===== config.mk =====
export PLATFORM = sky130hd
export DESIGN_NAME = pacman_turn_buffer
export DESIGN_NICKNAME = d
export VERILOG_FILES = /design/src/rtl/pacman_turn_buffer.sv
export SDC_FILE = /design/constraint.sdc
export NUM_CORES = 1
export LEC_CHECK = 0
export ABC_CLOCK_PERIOD_IN_PS = 5900
export BUFFER_PORTS_ARGS = -buffer_cell sky130_fd_sc_hd__buf_2
export CAP_MARGIN = 25
export CORE_ASPECT_RATIO = 0.9
export CORE_MARGIN = 2
export CORE_UTILIZATION = 58
export DETAILED_ROUTE_END_ITERATION = 10
export PLACE_DENSITY = 0.88
export SLEW_MARGIN = 0
export SYNTH_ARGS = -nofsm -noshare
export SYNTH_HDL_FRONTEND = slang
export SYNTH_SLANG_ARGS = --single-unit

===== constraint.sdc =====
create_clock -name clk -period 5.9 [get_ports clk]
set_input_delay 1.77 -clock clk [delete_from_list [all_inputs] [get_ports clk]]
set_output_delay 1.77 -clock clk [all_outputs]
set_load 0.1 [all_outputs]

===== src/rtl/pacman_turn_buffer.sv =====
// Buffers keyboard turn requests and releases them to pacman_move on tile alignment (reversals at once).
// Optional turn statistics ports/counters are built when PACMAN_TURN_STATS_EN is defined.
module pacman_turn_buffer #(
    parameter int TILE_LOG2     = 4,
    parameter int GRID_OFFSET_X = 8,
    parameter int GRID_OFFSET_Y = 9,
    parameter int HOLD_FRAMES   = 8
) (
    input  logic               clk,
    input  logic               reset,
    input  logic               startOfFrame,
    input  logic               playGame,
    input  logic               key_up,
    input  logic               key_down,
    input  logic               key_right,
    input  logic               key_left,
    input  logic signed [10:0] topLeftX,
    input  logic signed [10:0] topLeftY,
    output logic               Y_up_key,
    output logic               Y_down_key,
    output logic               X_right_key,
    output logic               X_left_key,
    output logic               pending_valid,
    output logic [1:0]         pending_dir
`ifdef PACMAN_TURN_STATS_EN
    ,
    output logic [7:0]         turns_issued,
    output logic [7:0]         turns_expired
`endif
);

    localparam logic [1:0] DIR_DOWN  = 2'b00;
    localparam logic [1:0] DIR_RIGHT = 2'b01;
    localparam logic [1:0] DIR_LEFT  = 2'b10;
    localparam logic [1:0] DIR_UP    = 2'b11;

    localparam logic [TILE_LOG2-1:0] OFF_X     = TILE_LOG2'(GRID_OFFSET_X);
    localparam logic [TILE_LOG2-1:0] OFF_Y     = TILE_LOG2'(GRID_OFFSET_Y);
    localparam logic [7:0]           HOLD_LAST = 8'(HOLD_FRAMES - 1);

    typedef enum logic [1:0] {IDLE_ST, PENDING_ST, ISSUE_ST} state_t;

    state_t     state_q, state_d;
    logic [1:0] pending_dir_q, pending_dir_d;
    logic [1:0] cur_dir_q, cur_dir_d;
    logic [1:0] next_dir_q, next_dir_d;
    logic       next_valid_q, next_valid_d;
    logic [7:0] hold_cnt_q, hold_cnt_d;
    logic [3:0] keys_q, keys_d;
    logic       play_q, play_d;
    logic [3:0] out_q, out_d;

    logic [3:0] keys_raw, press_vec;
    logic       press_any;
    logic [1:0] press_dir;
    logic       aligned, play_rise;
    logic [1:0] cur_eff, nd_eff;
    logic       nv_eff;
    logic       issue_evt, expire_evt;

    // key vectors ordered {up, down, right, left}
    assign keys_raw  = {key_up, key_down, key_right, key_left};
    assign press_vec = keys_raw & ~keys_q;
    assign press_any = |press_vec;
    assign aligned   = (topLeftX[TILE_LOG2-1:0] == OFF_X) && (topLeftY[TILE_LOG2-1:0] == OFF_Y);
    assign play_rise = playGame & ~play_q;
    assign cur_eff   = play_rise ? DIR_RIGHT : cur_dir_q;

    always_comb begin
        press_dir = DIR_LEFT;
        if (press_vec[3])      press_dir = DIR_UP;
        else if (press_vec[2]) press_dir = DIR_DOWN;
        else if (press_vec[1]) press_dir = DIR_RIGHT;
    end

    always_comb begin
        state_d       = state_q;
        pending_dir_d = pending_dir_q;
        cur_dir_d     = cur_eff;
        next_dir_d    = next_dir_q;
        next_valid_d  = next_valid_q;
        hold_cnt_d    = hold_cnt_q;
        keys_d        = keys_raw;
        play_d        = playGame;
        out_d         = 4'b0000;
        issue_evt     = 1'b0;
        expire_evt    = 1'b0;
        nv_eff        = next_valid_q | press_any;
        nd_eff        = press_any ? press_dir : next_dir_q;

        if (!playGame) begin
            state_d       = IDLE_ST;
            pending_dir_d = DIR_RIGHT;
            hold_cnt_d    = 8'd0;
            next_valid_d  = 1'b0;
        end else begin
            case (state_q)
                IDLE_ST: begin
                    if (press_any && press_dir != cur_eff) begin
                        pending_dir_d = press_dir;
                        hold_cnt_d    = 8'd0;
                        state_d       = PENDING_ST;
                    end
                end
                PENDING_ST: begin
                    // a fresh press restarts the request; issue beats expiry
                    if (press_any) begin
                        pending_dir_d = press_dir;
                        hold_cnt_d    = 8'd0;
                    end else if (pending_dir_q == ~cur_eff || aligned) begin
                        state_d = ISSUE_ST;
                    end else if (startOfFrame) begin
                        if (hold_cnt_q == HOLD_LAST) begin
                            state_d    = IDLE_ST;
                            hold_cnt_d = 8'd0;
                            expire_evt = 1'b1;
                        end else begin
                            hold_cnt_d = hold_cnt_q + 8'd1;
                        end
                    end
                end
                ISSUE_ST: begin
                    if (press_any) begin
                        next_dir_d   = press_dir;
                        next_valid_d = 1'b1;
                    end
                    if (startOfFrame) begin
                        issue_evt    = 1'b1;
                        cur_dir_d    = pending_dir_q;
                        next_valid_d = 1'b0;
                        // a press caught during the turn becomes the next request
                        if (nv_eff && nd_eff != pending_dir_q) begin
                            pending_dir_d = nd_eff;
                            hold_cnt_d    = 8'd0;
                            state_d       = PENDING_ST;
                        end else begin
                            state_d = IDLE_ST;
                        end
                    end
                end
                default: state_d = IDLE_ST;
            endcase
        end

        if (state_d == ISSUE_ST) out_d[pending_dir_d] = 1'b1;
    end

    always_ff @(posedge clk or posedge reset) begin
        if (reset) begin
            state_q       <= IDLE_ST;
            pending_dir_q <= DIR_RIGHT;
            cur_dir_q     <= DIR_RIGHT;
            next_dir_q    <= DIR_RIGHT;
            next_valid_q  <= 1'b0;
            hold_cnt_q    <= 8'd0;
            keys_q        <= 4'b0000;
            play_q        <= 1'b0;
            out_q         <= 4'b0000;
        end else begin
            state_q       <= state_d;
            pending_dir_q <= pending_dir_d;
            cur_dir_q     <= cur_dir_d;
            next_dir_q    <= next_dir_d;
            next_valid_q  <= next_valid_d;
            hold_cnt_q    <= hold_cnt_d;
            keys_q        <= keys_d;
            play_q        <= play_d;
            out_q         <= out_d;
        end
    end

    assign Y_down_key    = out_q[DIR_DOWN];
    assign X_right_key   = out_q[DIR_RIGHT];
    assign X_left_key    = out_q[DIR_LEFT];
    assign Y_up_key      = out_q[DIR_UP];
    assign pending_valid = (state_q == PENDING_ST) || (state_q == ISSUE_ST);
    assign pending_dir   = pending_dir_q;

    logic unused_pos;
    assign unused_pos = ^{topLeftX[10:TILE_LOG2], topLeftY[10:TILE_LOG2]};

`ifdef PACMAN_TURN_STATS_EN
    logic [7:0] issued_q, issued_d, expired_q, expired_d;

    always_comb begin
        issued_d  = issued_q;
        expired_d = expired_q;
        if (issue_evt && issued_q != 8'hFF)   issued_d  = issued_q + 8'd1;
        if (expire_evt && expired_q != 8'hFF) expired_d = expired_q + 8'd1;
    end

    always_ff @(posedge clk or posedge reset) begin
        if (reset) begin
            issued_q  <= 8'd0;
            expired_q <= 8'd0;
        end else begin
            issued_q  <= issued_d;
            expired_q <= expired_d;
        end
    end

    assign turns_issued  = issued_q;
    assign turns_expired = expired_q;
`else
    logic unused_stats;
    assign unused_stats = issue_evt ^ expire_evt;
`endif

endmodule


==> out/summary.txt, run 1 <==
=====================================================================================
Net count after synthesis                                                         228
Length in cells of the worst reg-to-reg path                                        7
Total negative slack                                                             0 ns
Share of the cycle needed by the critical path after routing                    61.4%
Initial antenna violation count                                                     0
Commonest cells after routing, fill and taps aside                       sky130_fd_sc_hd__dfrtp_1 (23), sky130_fd_sc_hd__buf_2 (22), sky130_fd_sc_hd__o21ai_0 (16)
Setup Buffers After CTS                                                             0
Tightest slew margin relative to the limit                                      51.3%
Cell area after synthesis                                                    1760 µm²
Clock sink count                                                                   26
Fraction of final layout cells with drive strength greater than 1               23.5%
Clock H-tree levels                                                                 1
First-pass iteration count of the detailed router                                   5
Critical path fanouts, max                                                         11
Critical path start-end classification                                   input port to flip-flop
Aggregate global routing overflow                                                   0
WHS                                                                          0.510 ns
Violation count after the first detailed-routing iteration                        125
Area growth, synth to finish                                                    11.5%
# diodes                                                                            0
Area contributors post-synth                                             sky130_fd_sc_hd__dfrtp_1 (33%), sky130_fd_sc_hd__o21ai_0 (4.6%), sky130_fd_sc_hd__dfstp_2 (4.5%)
Die W                                                                         62.0 µm
Startpoint of the most critical setup path                                  key_right
Final nets                                                                        249
Outcome                                                                  finished clean
Transition time at the pin with the least slew margin                        0.731 ns
Pin count of the biggest net entering global routing                               27
Post-synthesis async set-or-reset flop share                                     100%
Worst Hold Path Cells                                                               1
Number of enable flip-flop cells after synthesis                                    0
Post-synthesis cell type with the largest combined area                  sky130_fd_sc_hd__dfrtp_1
Final worst clock skew                                                      0.0107 ns
Via-to-Cell Ratio                                                                6.64
Data required time of the critical path                                       6.15 ns
Number of remaining DRC errors                                                      0
Leakage power of the design                                                  0.849 nW
Row cnt                                                                            18
RSZ-0062 raised after global routing                                               no
Final Slew Violations                                                               0
Fraction of post-synthesis cell area in the top cell type by area               32.7%
Arrival time reported for the critical path endpoint                          3.87 ns
Wire length of the first global-routing pass                                  6880 µm
Critical Path Sink Type                                                     flip-flop
Area of the die                                                              3490 µm²
Floorplan core area                                                          2820 µm²
Hold path startpoint                                                     hold_cnt_q[7]
Average size of a mapped cell                                                9.11 µm²
Hold-fix buffers, CTS                                                               0
Clock insertion delay at the later pin of the skew report                     0.33 ns
Path class of the lowest-slack min-delay path                            flip-flop to flip-flop
Number of buffers created by CTS                                                    3
Detailed Place HPWL                                                           3030 µm
All-Layer GR Usage                                                              25.7%
Clock Tree Buf Depth                                                                2
Overall routed net length                                                     4200 µm
Antenna Nets Post-Route                                                             0
Main flop type after synthesis                                           sky130_fd_sc_hd__dfrtp_1
Synth Instances                                                                   193
Kind of launch point of the worst setup path                               input port
Power per standard cell area                                               240 nW/µm²
Synth warn                                                                          0
Vias                                                                             1681
Overall die height                                                            56.2 µm
Synthesized flop and latch total                                                   26
Crit path time final                                                          3.63 ns
Max Fclk                                                                    0.276 GHz
Root buffer cell                                                         sky130_fd_sc_hd__clkbuf_4
Power Total                                                                  0.471 mW
Initial standard-cell utilization of the core                                   62.4%
Number of endpoints failing setup at the final stage                                0
Port-buffer cells                                                                  22
CTS-repair resized insts                                                            0
Sequential element share of the synthesized area                                37.2%
Peak supply drop                                                           0.000159 V
Final hold viol count                                                               0
Unique cell type count in the Yosys netlist                                        59
Startpoint of the worst register-to-register path                           keys_q[1]
Via count of the first global-routing pass                                       1577
Number of I/O pins                                                                 37
Most common cell after layout, fill and taps aside                       sky130_fd_sc_hd__dfrtp_1
Gp weighted congestion                                                          0.933
CTS tree                                                                         done
Clock-pin slew of the registers on the worst-case setup and hold paths        0.14 ns
Avg WL per Cell                                                               16.6 µm
Max-cap violation count                                                             0
=====================================================================================
-- kinds of logic (layout without fill, tap and decap cells) --
| family | count (synthesis) | in the layout | synth area share, % |
|---|---|---|---|
| AOI/OAI and AO/OA | 53 | 53 | 23.2 |
| buffers and inverters | 19 | 39 | 4.70 |
| adders and majority gates | 5 | 5 | 3.56 |
| DFF | 26 | 26 | 37.2 |
| and+or+nand+nor | 89 | 89 | 30.8 |
| xor gates and xnor gates | 1 | 1 | 0.498 |
-- layer usage --
metal | vias to the layer above | GRT usage [%] | wire length, µm
met2 | 114 | 40.8 | 1990
met5 | - | 0 | 0
li1 | 759 | - | -
met3 | 19 | 3.26 | 405
met1 | 789 | 35.0 | 1680
met4 | 0 | 9.73 | 119
-- cell type report --
| class | instances | area (µm²) |
|---|---|---|
| Fill cell | 209 | 855 |
| Clock inverter | 1 | 30.0 |
| Tap cell | 40 | 50.0 |
| Timing Repair Buffer | 23 | 138 |
| Sequential cell | 26 | 654 |
| Clock buffer | 3 | 22.5 |
| Inverter | 12 | 45.0 |
| Multi-Input combinational cell | 148 | 1020 |
-- where the power goes --
part | internal (mW) | switching, mW
logic | 0.0464 | 0.100
clock network | 0.0688 | 0.0537
registers | 0.190 | 0.0122
total | 0.305 | 0.166
-- through the flow --
step | util (%) | cells | cell area [µm²] | setup slack, ns
finish | 69.6 | 253 | 1960 | 2.27
global route | 69.6 | 253 | 1960 | 2.12
CTS | 68.7 | 252 | 1930 | 2.31
detailed placement | 66.8 | 248 | 1880 | 1.96
global placement | 66.8 | 248 | 1880 | 2.04
floorplan | - | 193 | 1760 | 2.41
-- flip-flops by register name, summed over array words and instances, names as in the netlist --
| signal | count |
|---|---|
| pending_dir | 2 |
| cur_dir_q | 2 |
| play_q | 1 |
| state_q | 2 |
| out_q | 4 |
| hold_cnt_q | 8 |
| keys_q | 4 |
| next_dir_q | 2 |
| next_valid_q | 1 |
-- critical path, cell delays in order --
cell                       delay (ns)
sky130_fd_sc_hd__buf_2           0.10
sky130_fd_sc_hd__or2b_2          0.35
sky130_fd_sc_hd__a21oi_2         0.23
sky130_fd_sc_hd__o21ai_0         0.15
sky130_fd_sc_hd__a31oi_1         0.27
sky130_fd_sc_hd__o221ai_1        0.37
sky130_fd_sc_hd__or2_1           0.39
sky130_fd_sc_hd__o31ai_1         0.26
-- cell usage after synthesis (all sizes together) (2+ instances only) --
master / instances
a31o: 3
nor3: 11
or3: 2
nand3: 9
buf: 5
o211ai: 2
a21oi: 5
dfrtp: 23
o41ai: 2
inv: 12
or2b: 2
a31oi: 2
ha: 5
nor4: 4
o311ai: 2
nor2: 12
nand2b: 7
nor2b: 9
clkbuf: 2
nand4: 5
o22a: 2
o22ai: 2
o31ai: 5
and3: 5
nand2: 14
or4: 2
or2: 3
o21ai: 18
dfstp: 3
-- worst paths after layout --
kind                                  end  slack, ns
setup / recovery            hold_cnt_q[5]       2.27
hold / removal              hold_cnt_q[7]       0.51
setup reg to reg            hold_cnt_q[5]       3.39
hold reg to reg             hold_cnt_q[7]       0.51
max in group asynchronous  pending_dir[0]       4.04
min in group asynchronous       keys_q[1]       1.38
Power figures use the tool's default switching activity.
==> run 2: changes to the inputs <==
- ABC_CLOCK_PERIOD_IN_PS: 5900 -> 3700
- CORE_UTILIZATION: 58 -> 54
- PLACE_DENSITY: 0.88 -> 0.83
- clock period: 5.9 -> 3.7 ns (I/O delays scaled with it)
==> run 2 against run 1 <==
Worst setup slack worse by 1.3 ns. Largest power group unchanged. Hold slack worse by 0.010 ns. Final cell count is 1.6% higher. Final area hardly changed. Non-clock buffer count is 2 higher. Via count is 5.8% lower. Die area is 6.9% higher. Critical path type unchanged. Clock power is 18% higher. Global-route usage is 3.3 points lower.
==> out/summary.txt, run 2 (same netlist as run 1, synthesis figures left out) <==
=====================================================================================
Max Fclk                                                                    0.365 GHz
Setup Buffers After CTS                                                             0   unchanged
Buffers plus inverters on the worst setup path                                      2   +1
Clock sink count                                                                   26   unchanged
Transition time at the pin with the least slew margin                        0.597 ns   -0.134 ns
Tightest slew margin relative to the limit                                      59.7%   +8.4 points
Power Total                                                                  0.701 mW   +49%
Overall die height                                                            58.1 µm   +3.4%
Root buffer cell                                                         sky130_fd_sc_hd__clkbuf_4
Initial antenna violation count                                                     0   unchanged
Total negative slack                                                             0 ns   unchanged
Kind of launch point of the worst setup path                               input port
Aggregate global routing overflow                                                   0   unchanged
Register-to-register path setup slack                                         1.32 ns   -2.07 ns
Arrival time reported for the critical path endpoint                          2.98 ns   -0.89 ns
Commonest cells after routing, fill and taps aside                       sky130_fd_sc_hd__dfrtp_1 (23), sky130_fd_sc_hd__buf_2 (22), sky130_fd_sc_hd__o21ai_0 (16)
Fraction of final layout cells with drive strength greater than 1               24.2%   +0.71 points
Port-buffer cells                                                                  22   unchanged
Antenna Nets Post-Route                                                             0   unchanged
Share of the cycle needed by the critical path after routing                    74.1%
Final instance area                                                          1960 µm²   about the same
Critical path start-end classification                                   input port to flip-flop
Flip-flop count of the largest register after layout                                8   unchanged
Avg WL per Cell                                                               14.9 µm   -10%
Clock-pin slew of the registers on the worst-case setup and hold paths        0.14 ns   about the same
Final Slew Violations                                                               0   unchanged
Final non-filler cell total                                                       257   +1.6%
Pin count of the biggest net entering global routing                               27   unchanged
Via count of the first global-routing pass                                       1411   -11%
Number of buffers created by CTS                                                    3   unchanged
RSZ-0062 raised after global routing                                               no
Max-cap violation count                                                             0   unchanged
Area growth, synth to finish                                                    11.6%   about the same
All-Layer GR Usage                                                              22.4%   -3.3 points
Clock H-tree levels                                                                 1   unchanged
Detailed Place HPWL                                                           2890 µm   -4.8%
Number of remaining DRC errors                                                      0   unchanged
Largest regs                                                             hold_cnt_q (8), keys_q (4), out_q (4)
Gp weighted congestion                                                          0.937   +0.46%
CP peak stage delay                                                           0.35 ns   -0.04 ns
Wire length of the first global-routing pass                                  6630 µm   -3.6%
Row cnt                                                                            19   +1
Placed Area                                                                  1900 µm²   +0.93%
Critical path's slowest cell                                             sky130_fd_sc_hd__or2b_2
Power per standard cell area                                               357 nW/µm²   +49%
Final nets                                                                        251   +0.80%
Hold-fix buffers, CTS                                                               0   unchanged
Violation count after the first detailed-routing iteration                         80   -36%
Leakage power of the design                                                  0.852 nW   +0.38%
Data required time of the critical path                                       3.94 ns   -2.21 ns
CTS tree                                                                         done
Number of I/O pins                                                                 37   unchanged
# diodes                                                                            0   unchanged
Final worst clock skew                                                     0.00983 ns   -0.000886 ns
PnR worst setup slack                                                        0.958 ns   -1.32 ns
Clock Tree Buf Depth                                                                2   unchanged
Outcome                                                                  finished clean
Critical Path Sink Type                                                     flip-flop
Initial standard-cell utilization of the core                                   56.9%   -5.6 points
Most common cell after layout, fill and taps aside                       sky130_fd_sc_hd__dfrtp_1
Crit path time final                                                          2.74 ns
Crit-path cells                                                          buf_2 -> or2b_2 -> a21oi_2 -> o21ai_0 -> a31oi_1 -> o221ai_1 -> buf_4 -> or2_1 -> o31ai_1
Overall routed net length                                                     3840 µm   -8.6%
Via-to-Cell Ratio                                                                6.16   -7.2%
Clock insertion delay at the later pin of the skew report                     0.33 ns   about the same
CTS-repair resized insts                                                            0   unchanged
WHS                                                                          0.499 ns   -0.0105 ns
Floorplan core area                                                          3090 µm²   +9.8%
Path class of the lowest-slack min-delay path                            flip-flop to flip-flop
Register name with the most flops                                          hold_cnt_q
Critical path fanouts, max                                                         11   unchanged
Number of endpoints failing setup at the final stage                                0   unchanged
Final hold viol count                                                               0   unchanged
Utilization of the core after routing                                           63.5%   -6.2 points
First-pass iteration count of the detailed router                                   5   unchanged
Peak supply drop                                                           0.000236 V   +49%
Pre-CTS worst setup slack                                                    0.595 ns   -1.37 ns
Vias                                                                             1584   -5.8%
Critical path's top delay family                                         compound AO/OA/AOI/OAI gates
Area of the die                                                              3730 µm²   +6.9%
Die W                                                                         64.1 µm   +3.4%
Cells after DPL                                                                   252   +1.6%
=====================================================================================
## run 2: worst reg2reg max path: cells and delay by family (launching register included)
| kind | cells | cell delay (ns) |
|---|---|---|
| AND/OR/NAND/NOR | 3 | 0.96 |
| flip-flops | 1 | 0.64 |
| AO/OA/AOI/OAI | 3 | 0.36 |
| buffers and inverters | 2 | 0.30 |
## run 2: path summary, 6_finish.rpt
kind,startpoint,to,depth (start not counted)
max,key_right,hold_cnt_q[5],9
min,hold_cnt_q[7],hold_cnt_q[7],1
max reg2reg,pending_dir[0],hold_cnt_q[3],8
min reg2reg,hold_cnt_q[7],hold_cnt_q[7],1
max in group asynchronous,reset,pending_dir[0],3
min in group asynchronous,reset,keys_q[2],2
## run 2: power by group
group	total, mW	switching (mW)	internal [mW]
Sequential	0.322	0.0199	0.303
Clock	0.144	0.0842	0.0603
Combinational	0.234	0.157	0.0774
Total	0.701	0.261	0.440
## run 2: layer usage
| metal | part of all wire, % | GRT usage (%) | up-vias |
|---|---|---|---|
| met1 | 43 | 29.7 | 739 |
| li1 | - | - | 760 |
| met4 | 0.78 | 3.04 | 0 |
| met3 | 8.1 | 4.66 | 8 |
| met2 | 48 | 39.3 | 77 |
| met5 | 0 | 0 | - |
## run 2: area by class of cell
class / count / area (µm²)
Multi-Input combinational cell: 148 / 1020
Clock buffer: 4 / 36.3
Sequential cell: 26 / 654
Fill cell: 277 / 1130
Tap cell: 42 / 52.6
Inverter: 12 / 45.0
Timing Repair Buffer: 25 / 153
